File: src/rtl/alt_compr_pkg.sv
// Shared definitions for the alternating-compressor input conditioning and controller.
// Channel indices double as arbitration priority: lower index wins.
package alt_compr_pkg;

    localparam int unsigned NUM_CH           = 3;
    localparam int unsigned CH_PMB           = 0;
    localparam int unsigned CH_PA            = 1;
    localparam int unsigned CH_PB            = 2;
    localparam int unsigned DEB_CYCLES_DEF   = 16;
    localparam int unsigned STUCK_CYCLES_DEF = 1000;

    typedef logic [NUM_CH-1:0] ch_vec_t;

    // Isolate the lowest set bit, i.e. the highest-priority request.
    function automatic ch_vec_t prio_pick(ch_vec_t req);
        return req & (~req + ch_vec_t'(1));
    endfunction

endpackage

File: src/rtl/alt_compr_debounce_ch.sv
// One switch channel: 2-flop synchronizer, debounce counter, stable level and a
// registered one-cycle rise strobe.
module alt_compr_debounce_ch #(
    parameter int unsigned DEB_CYCLES = 16
) (
    input  logic clk_i,
    input  logic rst_i,
    input  logic raw_i,
    output logic stable_o,
    output logic rise_o
);

    localparam int unsigned    CntW   = (DEB_CYCLES > 2) ? $clog2(DEB_CYCLES) : 1;
    localparam logic [CntW-1:0] CntMax = CntW'(DEB_CYCLES - 1);

    logic            s1_q, s2_q;
    logic            stable_q, stable_d;
    logic            rise_q, rise_d;
    logic [CntW-1:0] cnt_q, cnt_d;

    always_comb begin
        stable_d = stable_q;
        cnt_d    = cnt_q;
        if (s2_q == stable_q) begin
            cnt_d = '0;
        end else if (cnt_q == CntMax) begin
            stable_d = s2_q;
            cnt_d    = '0;
        end else begin
            cnt_d = cnt_q + CntW'(1);
        end
        rise_d = stable_d & ~stable_q;
    end

    always_ff @(posedge clk_i) begin
        if (rst_i) begin
            s1_q     <= 1'b0;
            s2_q     <= 1'b0;
            stable_q <= 1'b0;
            rise_q   <= 1'b0;
            cnt_q    <= '0;
        end else begin
            s1_q     <= raw_i;
            s2_q     <= s1_q;
            stable_q <= stable_d;
            rise_q   <= rise_d;
            cnt_q    <= cnt_d;
        end
    end

    assign stable_o = stable_q;
    assign rise_o   = rise_q;

endmodule

File: src/rtl/alt_compr_input_cond.sv
// Conditions the three raw compressor switches into mutually exclusive one-cycle pulses.
// Optional stuck-input detection is enabled by defining ALT_COMPR_STUCK_DET_EN.
module alt_compr_input_cond
    import alt_compr_pkg::*;
#(
    parameter int unsigned DEB_CYCLES   = DEB_CYCLES_DEF,
    parameter int unsigned STUCK_CYCLES = STUCK_CYCLES_DEF
) (
    input  logic Clk,
    input  logic Reset,
    input  logic PA_raw,
    input  logic PB_raw,
    input  logic PMB_raw,
    output logic PA,
    output logic PB,
    output logic PMB,
    output logic Busy,
    output logic Fault
);

    ch_vec_t raw, stable, rise;
    ch_vec_t cand, grant;
    ch_vec_t pending_q, pending_d;
    ch_vec_t out_q, out_d;
    logic    busy_q, busy_d;

    assign raw[CH_PMB] = PMB_raw;
    assign raw[CH_PA]  = PA_raw;
    assign raw[CH_PB]  = PB_raw;

    for (genvar ch = 0; ch < NUM_CH; ch++) begin : g_ch
        alt_compr_debounce_ch #(
            .DEB_CYCLES (DEB_CYCLES)
        ) u_deb (
            .clk_i    (Clk),
            .rst_i    (Reset),
            .raw_i    (raw[ch]),
            .stable_o (stable[ch]),
            .rise_o   (rise[ch])
        );
    end

    // Fresh rises join the pending set in the same cycle so an uncontended rise
    // is issued without an extra cycle of latency.
    always_comb begin
        cand      = pending_q | rise;
        grant     = prio_pick(cand);
        pending_d = cand & ~grant;
        out_d     = grant;
        busy_d    = |pending_d;
    end

    always_ff @(posedge Clk) begin
        if (Reset) begin
            pending_q <= '0;
            out_q     <= '0;
            busy_q    <= 1'b0;
        end else begin
            pending_q <= pending_d;
            out_q     <= out_d;
            busy_q    <= busy_d;
        end
    end

    assign PMB  = out_q[CH_PMB];
    assign PA   = out_q[CH_PA];
    assign PB   = out_q[CH_PB];
    assign Busy = busy_q;

`ifdef ALT_COMPR_STUCK_DET_EN
    localparam int unsigned      StuckW   = $clog2(STUCK_CYCLES + 1);
    localparam logic [StuckW-1:0] StuckMax = StuckW'(STUCK_CYCLES);

    logic [NUM_CH-1:0][StuckW-1:0] stuck_q, stuck_d;
    logic                          fault_q, fault_d;

    always_comb begin
        stuck_d = stuck_q;
        fault_d = fault_q;
        for (int ch = 0; ch < NUM_CH; ch++) begin
            if (!stable[ch]) begin
                stuck_d[ch] = '0;
            end else if (stuck_q[ch] != StuckMax) begin
                stuck_d[ch] = stuck_q[ch] + StuckW'(1);
            end
        end
        if (stable == '0) begin
            fault_d = 1'b0;
        end else begin
            for (int ch = 0; ch < NUM_CH; ch++) begin
                if (stuck_q[ch] == StuckMax) begin
                    fault_d = 1'b1;
                end
            end
        end
    end

    always_ff @(posedge Clk) begin
        if (Reset) begin
            stuck_q <= '0;
            fault_q <= 1'b0;
        end else begin
            stuck_q <= stuck_d;
            fault_q <= fault_d;
        end
    end

    assign Fault = fault_q;
`else
    logic unused_cfg;
    assign unused_cfg = ^{stable, STUCK_CYCLES[0]};
    assign Fault      = 1'b0;
`endif

endmodule
File: config.mk
export PLATFORM = sky130hd
export DESIGN_NAME = alt_compr_input_cond
export DESIGN_NICKNAME = d
export VERILOG_FILES = /design/src/rtl/alt_compr_pkg.sv /design/src/rtl/alt_compr_debounce_ch.sv /design/src/rtl/alt_compr_input_cond.sv
export SDC_FILE = /design/constraint.sdc
export NUM_CORES = 1
export LEC_CHECK = 0
export CAP_MARGIN = 20
export CORE_MARGIN = 1
export CORE_UTILIZATION = 24
export CTS_BUF_LIST = sky130_fd_sc_hd__clkbuf_2 sky130_fd_sc_hd__clkbuf_4 sky130_fd_sc_hd__clkbuf_8
export CTS_CLUSTER_DIAMETER = 40
export DETAILED_ROUTE_END_ITERATION = 12
export PLACE_DENSITY = 0.49
export SLEW_MARGIN = 20
export SYNTH_ARGS = -nofsm -noshare
export SYNTH_HDL_FRONTEND = slang
export SYNTH_SLANG_ARGS = --single-unit
File: constraint.sdc
create_clock -name Clk -period 3.4 [get_ports Clk]
set_clock_uncertainty 0.1 [all_clocks]
set_input_delay 0.51 -clock Clk [delete_from_list [all_inputs] [get_ports Clk]]
set_output_delay 0.51 -clock Clk [all_outputs]
set_load 0.05 [all_outputs]
==> results_dict.tcl <==
set metrics [dict create \
    tightest_slew_ns 0.797 \
    insertion_delay_ns 0.27 \
    crit_fanout 1 \
    final_util_pct 31.0 \
    row_count 23 \
    setup_ws_ns 1.42 \
    drt-met1-wl_um 641 \
    track_usage_pct 7.65 \
    setup_viol 0 \
    postSynthCellCount 95 \
    grt_overflow 0 \
    min_to "g_ch[1].u_deb.s2_q" \
    worst_path_largest_cell_delay_ns 0.79 \
    hp-class "reg2reg" \
    top_layer "met4" \
    drc_errors 0 \
    rr_worst_depth 4 \
    ff2ff_setup_slack_ns 2.18 \
    ys_seq_area_share_pct 57.3 \
    max_cap_violations 0 \
    area_growth_pct 20.8 \
    grt_pass1_wl_mm 2.45 \
    ctsRootBufferMaster "clkbuf_8" \
    critPathBufInv 1 \
    via_per_inst 4.06 \
    dp_slack_ns 1.36 \
    max_freq_ghz 0.505 \
    hold_viol_final 0 \
    reg2reg_from "g_ch[1].u_deb.cnt_q[0]" \
    rsz0062_at_grt "false" \
    pin_count 10 \
    syn_area_um2 1050 \
    coreArea_um2 4090 \
    cts_sinks 30 \
    nNetsFinal 115 \
    dieArea_um2 4630 \
    p_total_w 0.000667 \
    antennaDiodeCount 0 \
    worst_setup_path_end_kind "output port" \
    cp.required_ns 2.79 \
    dr.pass1.iters 2 \
    cts_buffers 5 \
    cts_setup_buffers 0 \
    synth_area_per_cell_um2 11.0 \
    gp_congestion 0.657 \
    status "finished clean" \
    arrival_ns 1.37 \
    cp_slowest_cell "clkdlybuf4s50_1" \
    fin_crit_ns 1.98 \
    start_util_pct 25.6 \
    dpl.hpwl_mm 1.06 \
    min_path_cells 1 \
    finalSetupTns_ns 0 \
    path_class "reg2out" \
    power_density_nw_per_um2 527 \
    route.met2.wl_um 704 \
    maxSlewHeadroom_pct 46.7 \
    syn-num-nets 103 \
    h-tree-depth 2 \
    dr.first_iter.drc_count 6 \
    antenna_found_initial 0 \
    clockBufferDepth 2 \
    ys_types 19 \
    path_cells "clkdlybuf4s50_1" \
    drtAntennaViolNets 0 \
    wire_per_inst_um 9.21 \
    grt_pass1_vias 634 \
    grt_max_degree 25 \
    ys_warn_count 0 \
    cts_hold_buf 0 \
    cp-start-kind "register" \
    r2r-end "g_ch[1].u_deb.stable_o" \
    die_w_um 68.1 \
    crit_family "buffers and inverters" \
    routed_wl_mm 1.46 \
    tritoncts "built" \
    route.met3.wl_um 68 \
    hold_start "g_ch[1].u_deb.s1_q" \
    peakVddDrop_v 0.000192 \
    ys_ff_latch 30 \
    fin_crit_sh_pct 58.3 \
    num_vias 641 \
    drv_slew 0 \
    cts.clk_slew.worst_paths_ns 0.06 \
    layout-drive-gt1-share_pct 13.0 \
    io_buffer_count 8 \
    dieHeight_um 68.1 \
    ctsResizeCount 0 \
    leakage_nw 0.528 \
]
## cell families (layout without fill, tap and decap cells)
logic type | Yosys count | in the layout | share of synthesized area (%)
and+or+nand+nor | 40 | 40 | 23.2
DFF | 30 | 30 | 57.3
xor gates and xnor gates | 9 | 9 | 7.53
buffers and inverters | 7 | 20 | 3.34
adders and majority gates | 4 | 4 | 4.66
muxes | 3 | 3 | 2.87
other | 1 | 1 | 0.358
AOI/OAI and AO/OA | 1 | 1 | 0.717
## cells in the mapped netlist
library cell	n	area [um^2]
dfxtp_1	30	601
nor2_1	16	60.1
xor2_1	9	78.8
nand3_1	6	30.0
nor2b_1	6	37.5
inv_1	4	15.0
ha_1	3	37.5
mux2i_1	3	30.0
nand3b_1	3	22.5
nor4b_2	3	45.0
and3b_2	2	20.0
buf_4	2	15.0
nor3_1	2	10.0
a211oi_1	1	7.51
and3b_1	1	8.76
buf_2	1	5.00
conb_1	1	3.75
maj3_2	1	11.3
nor4b_1	1	8.76
## flip-flops by register name (all words and copies together), names as in the netlist
name,count
g_ch.u_deb.cnt_q,12
g_ch.u_deb.rise_o,3
g_ch.u_deb.s1_q,3
g_ch.u_deb.s2_q,3
g_ch.u_deb.stable_o,3
out_q,3
pending_q,2
Busy,1
## layout by cell type (no fill, tap or decap), types with 2 or more instances in the layout
cell type        instances
nor2_1                  16
inv_1                    4
clkbuf_8                 6
nor3_1                   2
xor2_1                   9
mux2i_1                  3
clkdlybuf4s50_1          8
nor2b_1                  6
nand3_1                  6
ha_1                     3
dfxtp_1                 30
and3b_2                  2
nand3b_1                 3
nor4b_2                  3
## layout make-up
| type | instances | area (um^2) |
|---|---|---|
| Fill cell | 431 | 2820 |
| Sequential cell | 30 | 601 |
| Multi-Input combinational cell | 58 | 412 |
| Clock buffer | 7 | 90.1 |
| Timing Repair Buffer | 8 | 80.1 |
| Tap cell | 50 | 62.6 |
| Inverter | 4 | 15.0 |
| Clock inverter | 1 | 5.00 |
## per-layer routing
layer	vias to the layer above	GRT usage, %
li1	331	-
met1	293	7.55
met2	13	11.9
met3	4	4.00
met4	0	6.25
met5	-	0
## where the power goes
group          switching (W)   total, W  internal (W)  leakage, nW
sequential        0.00000223   0.000358      0.000356        0.243
clock               0.000120   0.000291      0.000171       0.0517
combinational     0.00000963  0.0000182    0.00000856        0.233
total               0.000132   0.000667      0.000535        0.528
## worst max-delay path by stage
stage / startpoint / endpoint / cells past startpoint
5_1_grt: out_q[1] / PA / 1
6_report: out_q[1] / PA / 1
3_3_place_gp: Reset / g_ch[1].u_deb.cnt_q[3] / 3
2_1_floorplan: Busy / Busy / 0
4_1_cts: out_q[1] / PA / 1
3_5_place_dp: Reset / g_ch[0].u_deb.cnt_q[3] / 3
## per-stage QoR
step / hold WS [ns] / instance area (um^2) / instances
after global routing: 0.347 / 1260 / 158
after detailed placement: 0.335 / 1170 / 150
after global placement: 0.325 / 1170 / 150
final: 0.334 / 1260 / 158
after CTS: 0.343 / 1260 / 158
after floorplan: 0.314 / 1050 / 95
(Power assumes the default switching activity.)
==> RTL change, RTL diff (same flow settings) <==
Build with the macro `ALT_COMPR_STUCK_DET_EN` defined.
--- a/src/rtl/alt_compr_input_cond.sv
+++ b/src/rtl/alt_compr_input_cond.sv
@@ -1,5 +1,7 @@
 // Conditions the three raw compressor switches into mutually exclusive one-cycle pulses.
 // Optional stuck-input detection is enabled by defining ALT_COMPR_STUCK_DET_EN.
+`define ALT_COMPR_STUCK_DET_EN
+
 module alt_compr_input_cond
     import alt_compr_pkg::*;
 #(
Check against the original RTL: no difference found for any inputs over 10 cycles, from zero or initial values and one cycle with Reset high; that may be too few to reach the edited logic, so the function may still have changed.
==> RTL change against the unedited design <==
Sequential cell count rose by 31. Clock power is 120% higher. Fmax decreased by 6.2%. Design area up 140%. Synthesized area is 140% higher. Total power is 110% higher. Worst setup slack worse by 130 ps. Combinational power shrank 16%. Sequential power up 100%. Routed wire length grew to 3.2 times the old value. Non-clock buffer count rose by 2. Global-route usage increased by 1.7 points. Count of clock-buffer cells in the layout rose by 4. Synthesized cell count rose to 2.9 times the old value.
==> RTL change: results (changes against the unedited design) <==
netlist_top_cells_count: "dfxtp_1, nor2_1, a21oi_1"  # was dfxtp_1, nor2_1, xor2_1
powerDensity_nw_per_um2: 463  # was 527 nW/um^2
r2r_setup_slack_ps: 1750  # was 2180 ps
hpwl_um: 3240  # was 1060 um
switching_share: 0.205  # was 0.197
status: "finished clean"  # unchanged
slowest_delay_ps: 810  # was 790 ps
power_frac_seq: 0.522  # was 0.537
reg2reg_depth: 4  # unchanged
dr_wl_met3_um: 194  # was 68 um
placedCellCount: 412  # was 150
numCtsBuffers: 9  # was 5
yosysSeqAreaShare: 0.481  # was 0.573
leakage_nw: 0.966  # was 0.528 nW
vias: 1915  # was 641
dr.pass1.iters: 4  # was 2
crit_start: "Fault"  # was out_q[1]
htree_levels: 3  # was 2
wl_per_cell_um: 11.0  # was 9.21 um
met2_usage: 0.140  # was 0.119
hold_ws_ps: 333  # was 334 ps
synth_area_leaders: "dfxtp_1, ha_1, a21oi_1"  # was dfxtp_1, xor2_1, nor2_1
grt_max_degree: 14  # was 25
use_met3: 0.0399  # was 0.0400
cp.arrival_ps: 1500  # was 1370 ps
grt_pass1_wl_um: 8090  # was 2450 um
worst_pin_slew_ps: 501  # was 797 ps
nets: 301  # was 115
cp-endpoint: "Fault"  # was PA
finalNonFillerCells: 427  # was 158
worstHoldStart: "g_ch[2].u_deb.s1_q"  # was g_ch[1].u_deb.s1_q
r2r-end: "stuck_q[8]"  # was g_ch[1].u_deb.stable_o
syn-num-nets: 285  # was 103
drt_iter0_markers: 113  # was 6
grt_pass1_vias: 1761  # was 634
whs_endpoint: "g_ch[2].u_deb.s2_q"  # was g_ch[1].u_deb.s2_q
wl_met1_um: 2360  # was 641 um
p_comb_mw: 0.0152  # was 0.0182 mW
drive_above_1_share: 0.0790  # was 0.130
r2r-start: "stuck_q[1]"  # was g_ch[1].u_deb.cnt_q[0]
dr_wl_met2_um: 2040  # was 704 um
ys_warn_count: 0  # unchanged
ir_drop_mv: 0.147  # was 0.192 mV
port-buffer-count: 9  # was 8
ys_types: 41  # was 19
async_reset_ff_frac: 0  # unchanged
synth.avg_cell_area_um2: 9.36  # was 11.0 um^2
fill_cells: 1068  # was 431
reg_top3: "stuck_q: 30 flops, g_ch.u_deb.cnt_q: 12 flops"
place_congestion: 0.683  # was 0.657
met1_usage: 0.117  # was 0.0755
track_usage: 0.0937  # was 0.0765
crit_fanout: 2  # was 1
[RTL change: logic make-up after synthesis]
| logic type | Yosys count | share of synthesized area |
|---|---|---|
| buffers and inverters | 20 | 0.0296 |
| AOI/OAI and AO/OA | 48 | 0.116 |
| and+or+nand+nor | 115 | 0.264 |
| adders and majority gates | 9 | 0.0444 |
| DFF | 61 | 0.481 |
| xor gates and xnor gates | 15 | 0.0518 |
| muxes | 3 | 0.0118 |
[RTL change: layout make-up]
cell class | instances | area share
clock inverter | 4 | 0.0159
inverter | 15 | 0.0189
clock buffer | 11 | 0.0507
multi-input combinational | 190 | 0.416
tap | 136 | 0.0570
timing repair buffer | 10 | 0.0327
sequential | 61 | 0.409
[RTL change: metrics by stage]
| stage | worst slack, ps | cell area (um^2) |
|---|---|---|
| detailed placement | 1260 | 2790 |
| finish | 1290 | 2980 |
| global route | 1230 | 2980 |
| global placement | 1280 | 2790 |
| floorplan | 1940 | 2540 |
| CTS | 1240 | 2980 |
